$ cat config.mk
export PLATFORM = sky130hd
export DESIGN_NAME = inbuf_feed_ctrl
export DESIGN_NICKNAME = d
export VERILOG_FILES = /design/src/rtl/systola_ctrl_pkg.sv /design/src/rtl/inbuf_feed_ctrl.sv
export SDC_FILE = /design/constraint.sdc
export NUM_CORES = 1
export LEC_CHECK = 0
export BUFFER_PORTS_ARGS = -buffer_cell sky130_fd_sc_hd__clkbuf_2
export CAP_MARGIN = 20
export CORE_MARGIN = 2
export CORE_UTILIZATION = 45
export CTS_CLUSTER_SIZE = 8
export DETAILED_ROUTE_END_ITERATION = 10
export PLACE_DENSITY_LB_ADDON = 0.12
export SLEW_MARGIN = 20
export SYNTH_ARGS = -nofsm -noshare
export SYNTH_HDL_FRONTEND = slang
export SYNTH_SLANG_ARGS = --single-unit
$ cat constraint.sdc
create_clock -name clk -period 4.36 [get_ports clk]
set_input_delay 0.872 -clock clk [delete_from_list [all_inputs] [get_ports clk]]
set_output_delay 0.872 -clock clk [all_outputs]
set_load 0.02 [all_outputs]
$ cat src/rtl/systola_ctrl_pkg.sv
// systola_ctrl_pkg: shared state encoding and sizing helper for the input-buffer feed sequencer.
package systola_ctrl_pkg;
  typedef enum logic [1:0] {IDLE, FEED, DRAIN, DONE} feed_state_t;
  function automatic int step_w(input int lenmax, input int rows);
    return $clog2(lenmax + rows);
  endfunction
endpackage

$ cat src/rtl/inbuf_feed_ctrl.sv
// inbuf_feed_ctrl: drains ROWS row FIFOs into the PE array with diagonal skew, freezing the whole wavefront on any active empty row.
module inbuf_feed_ctrl
  import systola_ctrl_pkg::*;
#(
  parameter int ROWS   = 4,
  parameter int LENMAX = 16,
  parameter int DRAIN  = 4
) (
  input  logic            clk,
  input  logic            rst,
  input  logic            start,
  input  logic [4:0]      len,
  input  logic [ROWS-1:0] empty,
  output logic [ROWS-1:0] rd,
  output logic            pe_en,
  output logic            stall,
  output logic            busy,
  output logic            done
);
  localparam int TW = step_w(LENMAX, ROWS);
  localparam int DW = DRAIN > 1 ? $clog2(DRAIN) : 1;
  feed_state_t state_q, state_d;
  logic [TW-1:0]   t_q, t_d;
  logic [DW-1:0]   d_q, d_d;
  logic [4:0]      l_q, l_d, len_c;
  logic [ROWS-1:0] act;
  logic            feed, in_drain, last;
  // Row r is live for steps r .. r+L-1, which produces the diagonal skew.
  for (genvar r = 0; r < ROWS; r++) begin : g_act
    assign act[r] = (r <= int'(t_q)) && (int'(t_q) < r + int'(l_q));
  end
  assign len_c    = int'(len) > LENMAX ? 5'(LENMAX) : len;
  assign feed     = state_q == FEED;
  assign in_drain = state_q == systola_ctrl_pkg::DRAIN;
  assign stall    = feed && |(act & empty);
  assign rd       = feed && !stall ? act : '0;
  assign pe_en    = (feed && !stall) || in_drain;
  assign busy     = feed || in_drain;
  assign done     = state_q == DONE;
  assign last     = int'(t_q) == int'(l_q) + ROWS - 2;
  always_comb begin
    state_d = state_q;
    t_d     = t_q;
    d_d     = d_q;
    l_d     = l_q;
    case (state_q)
      IDLE: if (start) begin
        l_d     = len_c;
        t_d     = '0;
        state_d = len_c == 5'd0 ? DONE : FEED;
      end
      FEED: if (!stall) begin
        if (last) begin
          d_d     = '0;
          state_d = DRAIN == 0 ? DONE : systola_ctrl_pkg::DRAIN;
        end else t_d = t_q + 1'b1;
      end
      systola_ctrl_pkg::DRAIN: begin
        d_d     = d_q + 1'b1;
        state_d = int'(d_q) == DRAIN - 1 ? DONE : state_q;
      end
      default: state_d = IDLE;
    endcase
  end
  always_ff @(posedge clk) begin
    if (rst) begin
      state_q <= IDLE;
      t_q     <= '0;
      d_q     <= '0;
      l_q     <= '0;
    end else begin
      state_q <= state_d;
      t_q     <= t_d;
      d_q     <= d_d;
      l_q     <= l_d;
    end
  end
endmodule
# Word-level counts from Yosys, hierarchy flattened
# Index checks and enable logic that the tools add are counted.
[totals]
register_bits = 14
in_bits = 12
out_inout_bits = 8
word_cells = 62
[op_classes]
n_addsub = 7
n_lt_le_gt_ge = 8
eq_ne = 10
muxes = 15
n_bitwise = 1
n_reduce_logical = 17
[op_table]
columns = ["operator", "n"]
rows = [
  ["$mux 5", 4],
  ["$lt 5x6->1", 3],
  ["$mux 2", 7],
  ["$add 2x5->6 const A", 2],
  ["$le 2x5->1 const A", 2],
  ["$pmux 5 s2", 1],
  ["$reduce_and 4->1", 2],
  ["$eq 6x7->1", 1],
  ["$sub 6x2->7 const B", 1],
  ["$add 1x5->6 const A", 1],
  ["$add 5x3->6 const B", 1],
  ["$ne 2x2->1 const B", 3],
  ["$pmux 2 s3", 1],
  ["$add 5x1->5 const B", 1],
  ["$gt 5x5->1 const B", 1],
  ["$le 1x5->1 const A", 1],
  ["$logic_and 1x1->1", 5],
  ["$logic_not 5->1", 1],
  ["$lt 5x5->1", 1],
  ["$and 4x4->4", 1],
  ["$eq 2x1->1 const B", 2],
  ["$eq 2x2->1 const B", 2],
  ["$mux 4", 1],
  ["$ne 2x1->1 const B", 2],
  ["9 further kinds", 11],
]

# Longest topological paths before layout
# Gate-level depths: netlist (run 1).
[depth]
ltp_word = 9
depth_mapped = 11
ltp_nobuf = 10

# Worst setup path before layout (run 1)
# OpenSTA, ideal clock, no wires.
[synth_timing]
kind = "flip-flop to output port"
from = "register l_q[1]"
to = "output port rd[0]"
t_arrival_ns = 2.903
required_time_ns = 3.488
slack_ns = 0.585
path_stages_with_launch = 11
path_buffers = 1
path_cell_list = "dfxtp_1 -> inv_1 -> ha_1 -> ha_1 -> or3b_1 -> a211oi_2 -> nor3b_1 -> o21bai_4 -> or2_1 -> buf_6 -> nor4_1"
[synth_between]
elab_chain_cells = 9
elab_cells_between_ends = 16
cone_classes = "add/sub (3); order compare (4); mux (1); bitwise (1); reduce/logical (7)"
[synth_lines]
columns = ["element", "line", "text"]
rows = [
  ["start: declaration", "inbuf_feed_ctrl.sv:25", "logic [4:0] l_q, l_d, len_c;"],
  ["start signal: assignment", "inbuf_feed_ctrl.sv:75", "l_q <= l_d;"],
  ["$add 1x5->6 or $add 2x5->6 (tied branches)", "inbuf_feed_ctrl.sv:30", "assign act[r] = (r <= int'(t_q)) && (int'(t_q) < r + int'(l_q));"],
  ["$lt 5x6->1", "inbuf_feed_ctrl.sv:30", ""],
  ["$logic_and 1x1->1", "inbuf_feed_ctrl.sv:30", ""],
  ["$and 4x4->4", "inbuf_feed_ctrl.sv:35", "assign stall = feed && |(act & empty);"],
  ["$reduce_or 4->1", "inbuf_feed_ctrl.sv:35", ""],
  ["$logic_and 1x1->1", "inbuf_feed_ctrl.sv:35", ""],
  ["$logic_not 1->1", "n/a", ""],
  ["$logic_and 1x1->1", "inbuf_feed_ctrl.sv:36", "assign rd = feed && !stall ? act : '0;"],
  ["$mux 4 (*)", "inbuf_feed_ctrl.sv:36", ""],
  ["end: declaration", "inbuf_feed_ctrl.sv:14", "output logic [ROWS-1:0] rd,"],
]
# Mark *: on every way between the ends. The rest lies on a longest branch, timed or not.

# Final worst setup path (run 1)
[layout_timing]
from = "register l_q[0]"
to = "output port rd[2]"
# Same word-level chain as after synthesis.

==> reports/results.tsv, run 1 <==
metric	value	unit
fin_tns_setup	0	ps
ys.flop_type	dfxtp_1	
hold_violations	0	
grt_pass1_vias	1341	
setup_violations	0	
timing.rr.start	l_q[2]	
grt_pass1_wl	5890	µm
drv_slew	0	
num_io_pins	20	
syn_inst	184	
setup_ws	254	ps
clock_skew	11.5	ps
worst_slew_margin_rel	63.0	%
yosysUniqueCellTypes	42	
final_core_util	51.4	%
grt_usage	18.3	%
yosys_warnings	0	
cpMostUsedCell	ha_1	
final-instance-count-excl-fill	250	
p_clk_share	14.1	%
power_frac_seq	25.7	%
hold_start	d_q[1]	
clk_path_buf_depth	2	
gp_congestion	0.782	
hp-class	reg -> reg	
synthMuxAreaShare	2.70	%
end_kind	output pin	
via_per_inst	5.63	
status	completed	
core_area	3310	µm²
drc	0	
design_area	1700	µm²
grt-ovfl-total	0	
synth_nets	225	
irDropWorstVdd	274	µV
grt_max_degree	13	
io_buffers	19	
p_comb_share	60.2	%
synth_async_sr_flop_share	0	%
drive_gt1_share	16.2	%
critical_path_class	reg -> out	
clk_latency	290	ps
critPathMaxFanout	8	
die_h	62.3	µm
cp_cell_sequence	inv_1, ha_1, nor3_1, xnor2_1, ha_1, o22ai_1, a21oi_1, o21bai_4, or2_1, nor4_1, clkbuf_2	
reg2reg_depth	9	
r2r_end	t_q[4]	
synth_top_cells_by_area	ha_1 24%, dfxtp_1 18%, xnor2_1 4.0%, a21oi_1 3.9%, nand2_1 3.9%	
drt_pre_antenna_iters	4	
ant_nets	0	
cts_num_sinks	14	
synth.most_common_cell	ha_1	
hold_end	d_q[1]	
power_switching	0.000331	W
syn_to_final_growth	11.4	%
tritoncts	yes	
reg2reg_setup_slack	1490	ps
rsz0062_at_grt	false	
max_freq	244	MHz
synth_seq_cells	14	
yosysTopAreaCellShare	23.7	%
antennaDiodeCount	0	
postCtsSetupRepairBufs	0	
power_density	404	nW/µm²
hold_buffers	0	
synthTopCellsByCount	29 x ha_1, 16 x nand2_1, 15 x inv_1, 14 x dfxtp_1, 13 x nor2_1	
finalWirelength	3530	µm
clk_pin_slew	100	ps
htree_num_levels	1	
switching_share	48.0	%
dpl-instance-area	1660	µm²
drtIter0Drc	35	
synth_top_family_by_area	simple AND/OR/NAND/NOR gates	
slowest_stage	a21oi_1	
place_ws	573	ps
start_util	46.2	%
yosys.area_share.xor_xnor	4.58	%
fin_crit	4110	ps
antenna_found_initial	0	
critPathArrivalTime	3230	ps
synth-simple-area-share	24.1	%
wl_per_cell	14.1	µm
hold_path_depth	2	
cts_resized	0	
max_stage_delay	460	ps
ys_seq_area_share	18.3	%
finalCritPeriodShare	94.2	%
placementRows	21	
cap_violations	0	
num_vias	1408	
dp_hpwl	2820	µm
avgSynthCellArea	8.31	µm²
dieArea	3880	µm²
cts_buffers	3	
yosysTopAreaCell	ha_1	
p_leak	0.727	nW
worst_pin_slew	555	ps
root_buffer	clkbuf_4	
fin_nets	246	
dp.cells	246	
crit_required	3490	ps
p_int	0.000358	W
synth-edff-count	0	
synth_compound_area_share	20.6	%
cp-start-kind	flop	
synthAdderAreaFrac	23.7	%
syn_area	1530	µm²
die_x	62.3	µm
-- sequential cells by signal, indices dropped and copies added (netlist names) --
name,count
l_q,5
state_q,2
t_q,5
d_q,2
-- stage by stage --
step / hold WS (ps) / power [W]
floorplan: 442 / 0.000500
global placement: 452 / 0.000582
detailed placement: 469 / 0.000591
CTS: 483 / 0.000690
global route: 508 / 0.000751
finish: 479 / 0.000689
-- kinds of logic after synthesis --
| group | count (synthesis) |
|---|---|
| AO/OA/AOI/OAI | 41 |
| XOR/XNOR | 8 |
| adder cells (fa/ha/maj) | 29 |
| buffers and inverters | 20 |
| flip-flops | 14 |
| multiplexers | 4 |
| AND/OR/NAND/NOR | 68 |
-- worst max-delay path: cells and delay by family (launching register included) --
kind / cells / cell delay, ps
xor gates and xnor gates: 1 / 100
adders and majority gates: 2 / 510
and+or+nand+nor: 3 / 850
DFF: 1 / 450
buffers and inverters: 2 / 340
AOI/OAI and AO/OA: 3 / 710
-- power groups by stage --
stage	clock network, W	logic, W	registers (W)
2_1_floorplan	0	0.000329	0.000171
3_3_place_gp	0	0.000404	0.000178
3_5_place_dp	0	0.000411	0.000180
4_1_cts	0.000100	0.000413	0.000177
5_1_grt	0.000108	0.000464	0.000180
6_report	0.0000971	0.000415	0.000177
-- layout by cell type, fill, tap and decap left out, types with 5 or more instances in the layout --
master | synthesis | routed
a21oi_1 | 12 | 11
clkbuf_2 | 0 | 19
dfxtp_1 | 14 | 14
ha_1 | 29 | 29
inv_1 | 15 | 15
nand2_1 | 16 | 16
nand3_1 | 7 | 7
nor2_1 | 13 | 13
nor3_1 | 6 | 6
nor3b_1 | 5 | 5
nor4_1 | 6 | 6
xnor2_1 | 7 | 7
-- final cells by class --
type,instances,area [µm²]
multi-input combinational,150,1160
tap,46,57.6
clock buffer,4,36.3
timing repair buffer,21,110
inverter,15,56.3
sequential,14,280
fill,352,1610
-- metal layers --
metal,GRT usage (%),wire length [µm],share of wire [%],vias up
met4,8.33,83,2.4,0
met3,2.90,167,4.7,8
met1,23.0,1660,47,636
met2,30.8,1610,46,47
li1,-,-,-,717
met5,0,0,0,-
-- worst max path at each step --
stage / from / end / slack (ps) / cells past startpoint
global route: l_q[1] / rd[3] / 6 / 11
floorplan: l_q[1] / rd[0] / 580 / 10
CTS: l_q[1] / rd[2] / 240 / 10
global placement: l_q[2] / rd[2] / 640 / 10
finish: l_q[0] / rd[2] / 250 / 11
detailed placement: l_q[1] / rd[2] / 570 / 10
No activity file was read; power rests on OpenSTA's default activity.
==> inputs of run 2 (changes only) <==
ABC_AREA = 1   (was unset)
==> run 2 against run 1 <==
Final cell count grew 18%. Highest routed layer unchanged. Largest cell class unchanged. Total power is 42% higher. Fmax is 12% higher. Routed wire length down 2.4%. Critical endpoint is now rd[1].
==> reports/results.tsv, run 2 <==
metric	value	unit
num_vias	1453	
cts_buffers	3	
setup_violations	0	
critical_path_class	reg -> out	
tritoncts	yes	
cp-start-kind	flop	
clk_pin_slew	90	ps
seq_area	280	µm²
fin_crit	3670	ps
cap_violations	0	
finalCritPeriodShare	84.2	%
cts_num_sinks	14	
worst_pin_slew	436	ps
wl_per_cell	11.6	µm
ys.flop_type	dfxtp_1	
postCtsSetupRepairBufs	0	
p_comb_share	68.1	%
drv_slew	0	
multi_input_area	1180	µm²
drive_gt1_share	18.8	%
ys_seq_area_share	17.2	%
hp-class	reg -> reg	
p_clk_share	10.0	%
fin_nets	292	
final_common_cell	nand2_1	
dp_hpwl	2880	µm
hold_buffers	0	
die_h	64.2	µm
crit_required	3490	ps
ant_nets	0	
switching_share	51.8	%
drt_pre_antenna_iters	4	
power_frac_seq	21.9	%
antennaDiodeCount	0	
placementRows	21	
finalWirelength	3450	µm
num_io_pins	20	
cts_resized	0	
die_x	64.2	µm
root_buffer	clkbuf_4	
power_switching	0.000505	W
clk_path_buf_depth	2	
synth_nets	272	
p_int	0.000471	W
nFillCells	356	
grt-ovfl-total	0	
worst_slew_margin_rel	70.9	%
irDropWorstVdd	312	µV
max_freq	272	MHz
avgSynthCellArea	7.06	µm²
top_regs	l_q (5), t_q (5)	
yosysTopAreaCellShare	22.2	%
dieArea	4120	µm²
synth.most_common_cell	nand2_1	
end_kind	output pin	
clock_skew	2.90	ps
synthTopCellsByCount	50 x nand2_1, 31 x inv_1, 29 x ha_1, 27 x nor2_1, 14 x dfxtp_1	
final_core_util	52.2	%
synth_async_sr_flop_share	0	%
via_per_inst	4.91	
power_density	547	nW/µm²
critPathMaxFanout	8	
hold_violations	0	
critPathArrivalTime	2800	ps
synth_top_cells_by_area	ha_1 22%, dfxtp_1 17%, nand2_1 12%, inv_1 7.1%, nor2_1 6.2%	
syn_area	1630	µm²
grt_max_degree	10	
yosysTopAreaCell	ha_1	
status	completed	
fin_tns_setup	0	ps
clk_latency	290	ps
layout.cells.most_common_list	50 x nand2_1, 31 x inv_1, 29 x ha_1	
p_leak	0.917	nW
synth_seq_cells	14	
antenna_found_initial	0	
gp_congestion	0.767	
drtIter0Drc	64	
grt_pass1_wl	6160	µm
yosysUniqueCellTypes	32	
core_area	3420	µm²
io_buffers	19	
syn_to_final_growth	9.36	%
grt_pass1_vias	1385	
drc	0	
start_util	47.8	%
grt_usage	19.0	%
yosys_warnings	0	
rsz0062_at_grt	false	
htree_num_levels	1	
synth-edff-count	0	
syn_inst	231	
[run 2: cell count changes after synthesis, moves of 9 or more]
cell / before / now
inv_1: 15 / 31
nand2_1: 16 / 50
nand4_1: 0 / 9
nor2_1: 13 / 27
[run 2: metal layers]
metal | up-vias | track usage (%) | routed length, µm
met1 | 647 | 24.0 | 1620
met5 | - | 0 | 0
met2 | 14 | 33.6 | 1700
met4 | 0 | 4.79 | 38
met3 | 5 | 2.64 | 87
li1 | 787 | - | -
[run 2: worst paths after layout]
kind	end	slack, ps	depth (start not counted)	startpoint
worst max-delay path	rd[1]	690	16	l_q[2]
worst min-delay path	d_q[1]	480	2	d_q[1]
worst max register to register	state_q[1]	1730	16	l_q[2]
worst min register to register	d_q[1]	480	2	d_q[1]
[run 2: kinds of logic after synthesis]
logic type,Yosys count,synth area share [%]
DFF,14,17.2
and+or+nand+nor,122,38.3
adders and majority gates,29,22.2
buffers and inverters,39,10.3
AOI/OAI and AO/OA,20,8.21
xor gates and xnor gates,7,3.76
[run 2: area by class of cell]
class	instances	share of cell area, %
Clock buffer	4	2.03
Inverter	35	7.36
Multi-Input combinational cell	178	66.3
Sequential cell	14	15.7
Tap cell	46	3.23
Timing Repair Buffer	19	5.33
[run 2: critical path: stages, from the launching register on]
cell,delay [ps]
dfxtp_1,520
ha_1,370
xnor2_1,130
nand2_1,80
o21ai_0,90
ha_1,320
nand2_1,50
nand2_1,50
nand3_1,70
nand2_1,90
inv_2,40
nand4_1,80
nand2_2,80
nor2_1,90
nand2_1,120
nor2_1,150
clkbuf_2,190
[run 2: power by group through the flow]
stage	sequential, W	clock (W)	combinational (W)
final	0.000213	0.0000976	0.000665
after global routing	0.000221	0.000107	0.000768
after CTS	0.000214	0.000101	0.000675
after detailed placement	0.000217	0	0.000671
after global placement	0.000217	0	0.000671
after floorplan	0.000192	0	0.000560
[run 2: stage by stage]
stage	power [W]	setup WS, ps	cell area (µm²)	instances	hold WS [ps]
2_1_floorplan	0.000753	1400	1630	231	447
5_1_grt	0.00110	494	1780	296	529
3_5_place_dp	0.000889	1020	1750	292	467
3_3_place_gp	0.000888	1020	1750	292	466
4_1_cts	0.000989	681	1780	296	481
6_report	0.000976	687	1780	296	482
==> inputs of run 3 (changes only) <==
clock period = 3.15 ns   (was 4.36 ns; I/O delays follow)
==> run 3 against run 2 <==
Clock skew rose by 6.7 ps. Largest cell class unchanged. Count of clock-buffer cells in the layout unchanged. Non-clock buffer count is 6 higher. Critical endpoint unchanged. Sequential cell count did not move. Clock power grew 38%.
==> reports/results.tsv, run 3 (synthesis results as in run 2) <==
metric	value	unit
status	completed	
cp-start-kind	flop	
worst_pin_slew	458	ps
htree_num_levels	1	
irDropWorstVdd	379	µV
grt-ovfl-total	0	
final-instance-count-excl-fill	302	
top_regs	l_q (5), t_q (5)	
hold_ws	480	ps
start_util	47.8	%
critical_path_class	reg -> out	
grt_pass1_vias	1411	
syn_to_final_growth	18.8	%
p_leak	0.968	nW
clk_pin_slew	100	ps
grt_usage	19.0	%
slowest_stage	dfxtp_1	
clk_latency	290	ps
dp_hpwl	2930	µm
max_freq	329	MHz
num_vias	1466	
num_io_pins	20	
antennaDiodeCount	0	
wl_per_cell	11.7	µm
finalWirelength	3540	µm
timing.rr.start	l_q[0]	
hold_start	d_q[1]	
setup_violations	0	
cap_violations	0	
hold_violations	0	
critPathMaxFanout	7	
fin_crit	3040	ps
crit_required	2520	ps
finalCritPeriodShare	96.4	%
die_x	64.2	µm
ant_nets	0	
via_per_inst	4.85	
grt_max_degree	10	
power_density	751	nW/µm²
hold_path_depth	2	
io_buffers	19	
tritoncts	yes	
drtIter0Drc	54	
cp_cell_sequence	buf_4, ha_1, nand3_1, xor2_1, ha_1, nand3_1, nand2_1, inv_2, nand4_1, nand2_2, nor2_4, nand2_4, nor2_2, buf_4	
end_kind	output pin	
drc	0	
hold_end	d_q[1]	
worst_slew_margin_rel	69.4	%
rsz0062_at_grt	true	
layout.cells.most_common_list	47 x nand2_1, 30 x inv_1, 26 x ha_1	
reg2reg_setup_slack	850	ps
max_stage_delay	350	ps
die_h	64.2	µm
drt_pre_antenna_iters	4	
drive_gt1_share	27.0	%
dieArea	4120	µm²
cts_num_sinks	14	
antenna_found_initial	0	
clk_path_buf_depth	2	
gp_congestion	0.801	
placementRows	21	
hp-class	reg -> reg	
reg2reg_depth	16	
dp.cells	298	
cts_buffers	3	
critPathArrivalTime	2410	ps
final_core_util	56.7	%
grt_pass1_wl	6150	µm
r2r_end	t_q[0]	
core_area	3420	µm²
fin_nets	298	
clock_skew	9.57	ps
root_buffer	clkbuf_4	
drv_slew	0	
final_common_cell	nand2_1	
postCtsSetupRepairBufs	0	
-- run 3: cell types whose count changed in the layout (fill, tap and decap cells not counted), moves of 3 or more --
cell	previous run	this run
nand2_1	50	47
nor2_4	0	4
ha_1	29	26
dfxtp_1	14	11
nor2_1	27	22
clkbuf_2	19	14
buf_4	0	9
-- run 3: through the flow --
step | power (W) | instance area [µm²] | setup WS [ps] | TNS [ps]
global route | 0.00162 | 1940 | -18.1 | -18.1
finish | 0.00146 | 1940 | 114 | 0
CTS | 0.00138 | 1830 | 0.624 | 0
detailed placement | 0.00124 | 1790 | 289 | 0
floorplan | 0.00104 | 1630 | 436 | 0
global placement | 0.00124 | 1790 | 320 | 0
-- run 3: worst max-delay path, delay by kind of cell (launching register included) --
family	cells	cell delay, ps
and+or+nand+nor	8	780
adders and majority gates	2	490
DFF	1	350
buffers and inverters	3	350
xor gates and xnor gates	1	160
-- run 3: final cells by class --
cell class | instances | area (µm²)
clock buffer | 4 | 36.3
fill | 338 | 1480
inverter | 35 | 134
multi-input combinational | 178 | 1260
sequential | 14 | 289
tap | 46 | 57.6
timing repair buffer | 25 | 160
-- run 3: power breakdown --
part | switching [W] | total (W) | internal [W]
clock | 0.0000649 | 0.000135 | 0.0000705
sequential | 0.0000680 | 0.000285 | 0.000217
combinational | 0.000622 | 0.00104 | 0.000414
total | 0.000755 | 0.00146 | 0.000701
-- run 3: timing repair --
action / in CTS / in global routing
hold buffers: 0 / 0
gates cloned: 0 / 0
pin swaps: 0 / 17
endpoints found under the setup margin: 4 / 5
resized for setup: 1 / 37
-- run 3: worst max-delay path by stage --
| stage | from | end | slack (ps) | cells after the start |
|---|---|---|---|---|
| 4_1_cts | l_q[1] | rd[3] | 0.6 | 15 |
| 3_5_place_dp | l_q[2] | rd[3] | 290 | 16 |
| 2_1_floorplan | l_q[0] | rd[0] | 440 | 11 |
| 5_1_grt | l_q[1] | rd[1] | -20 | 17 |
| 6_report | l_q[0] | rd[1] | 110 | 14 |
| 3_3_place_gp | l_q[1] | rd[1] | 320 | 15 |
-- run 3: per-layer routing --
metal | vias up | share of wire, % | global-route usage [%]
met5 | - | 0 | 0
met4 | 0 | 1.1 | 5.59
met3 | 4 | 2.2 | 3.17
met2 | 14 | 49 | 33.9
met1 | 647 | 48 | 23.3
li1 | 801 | - | -
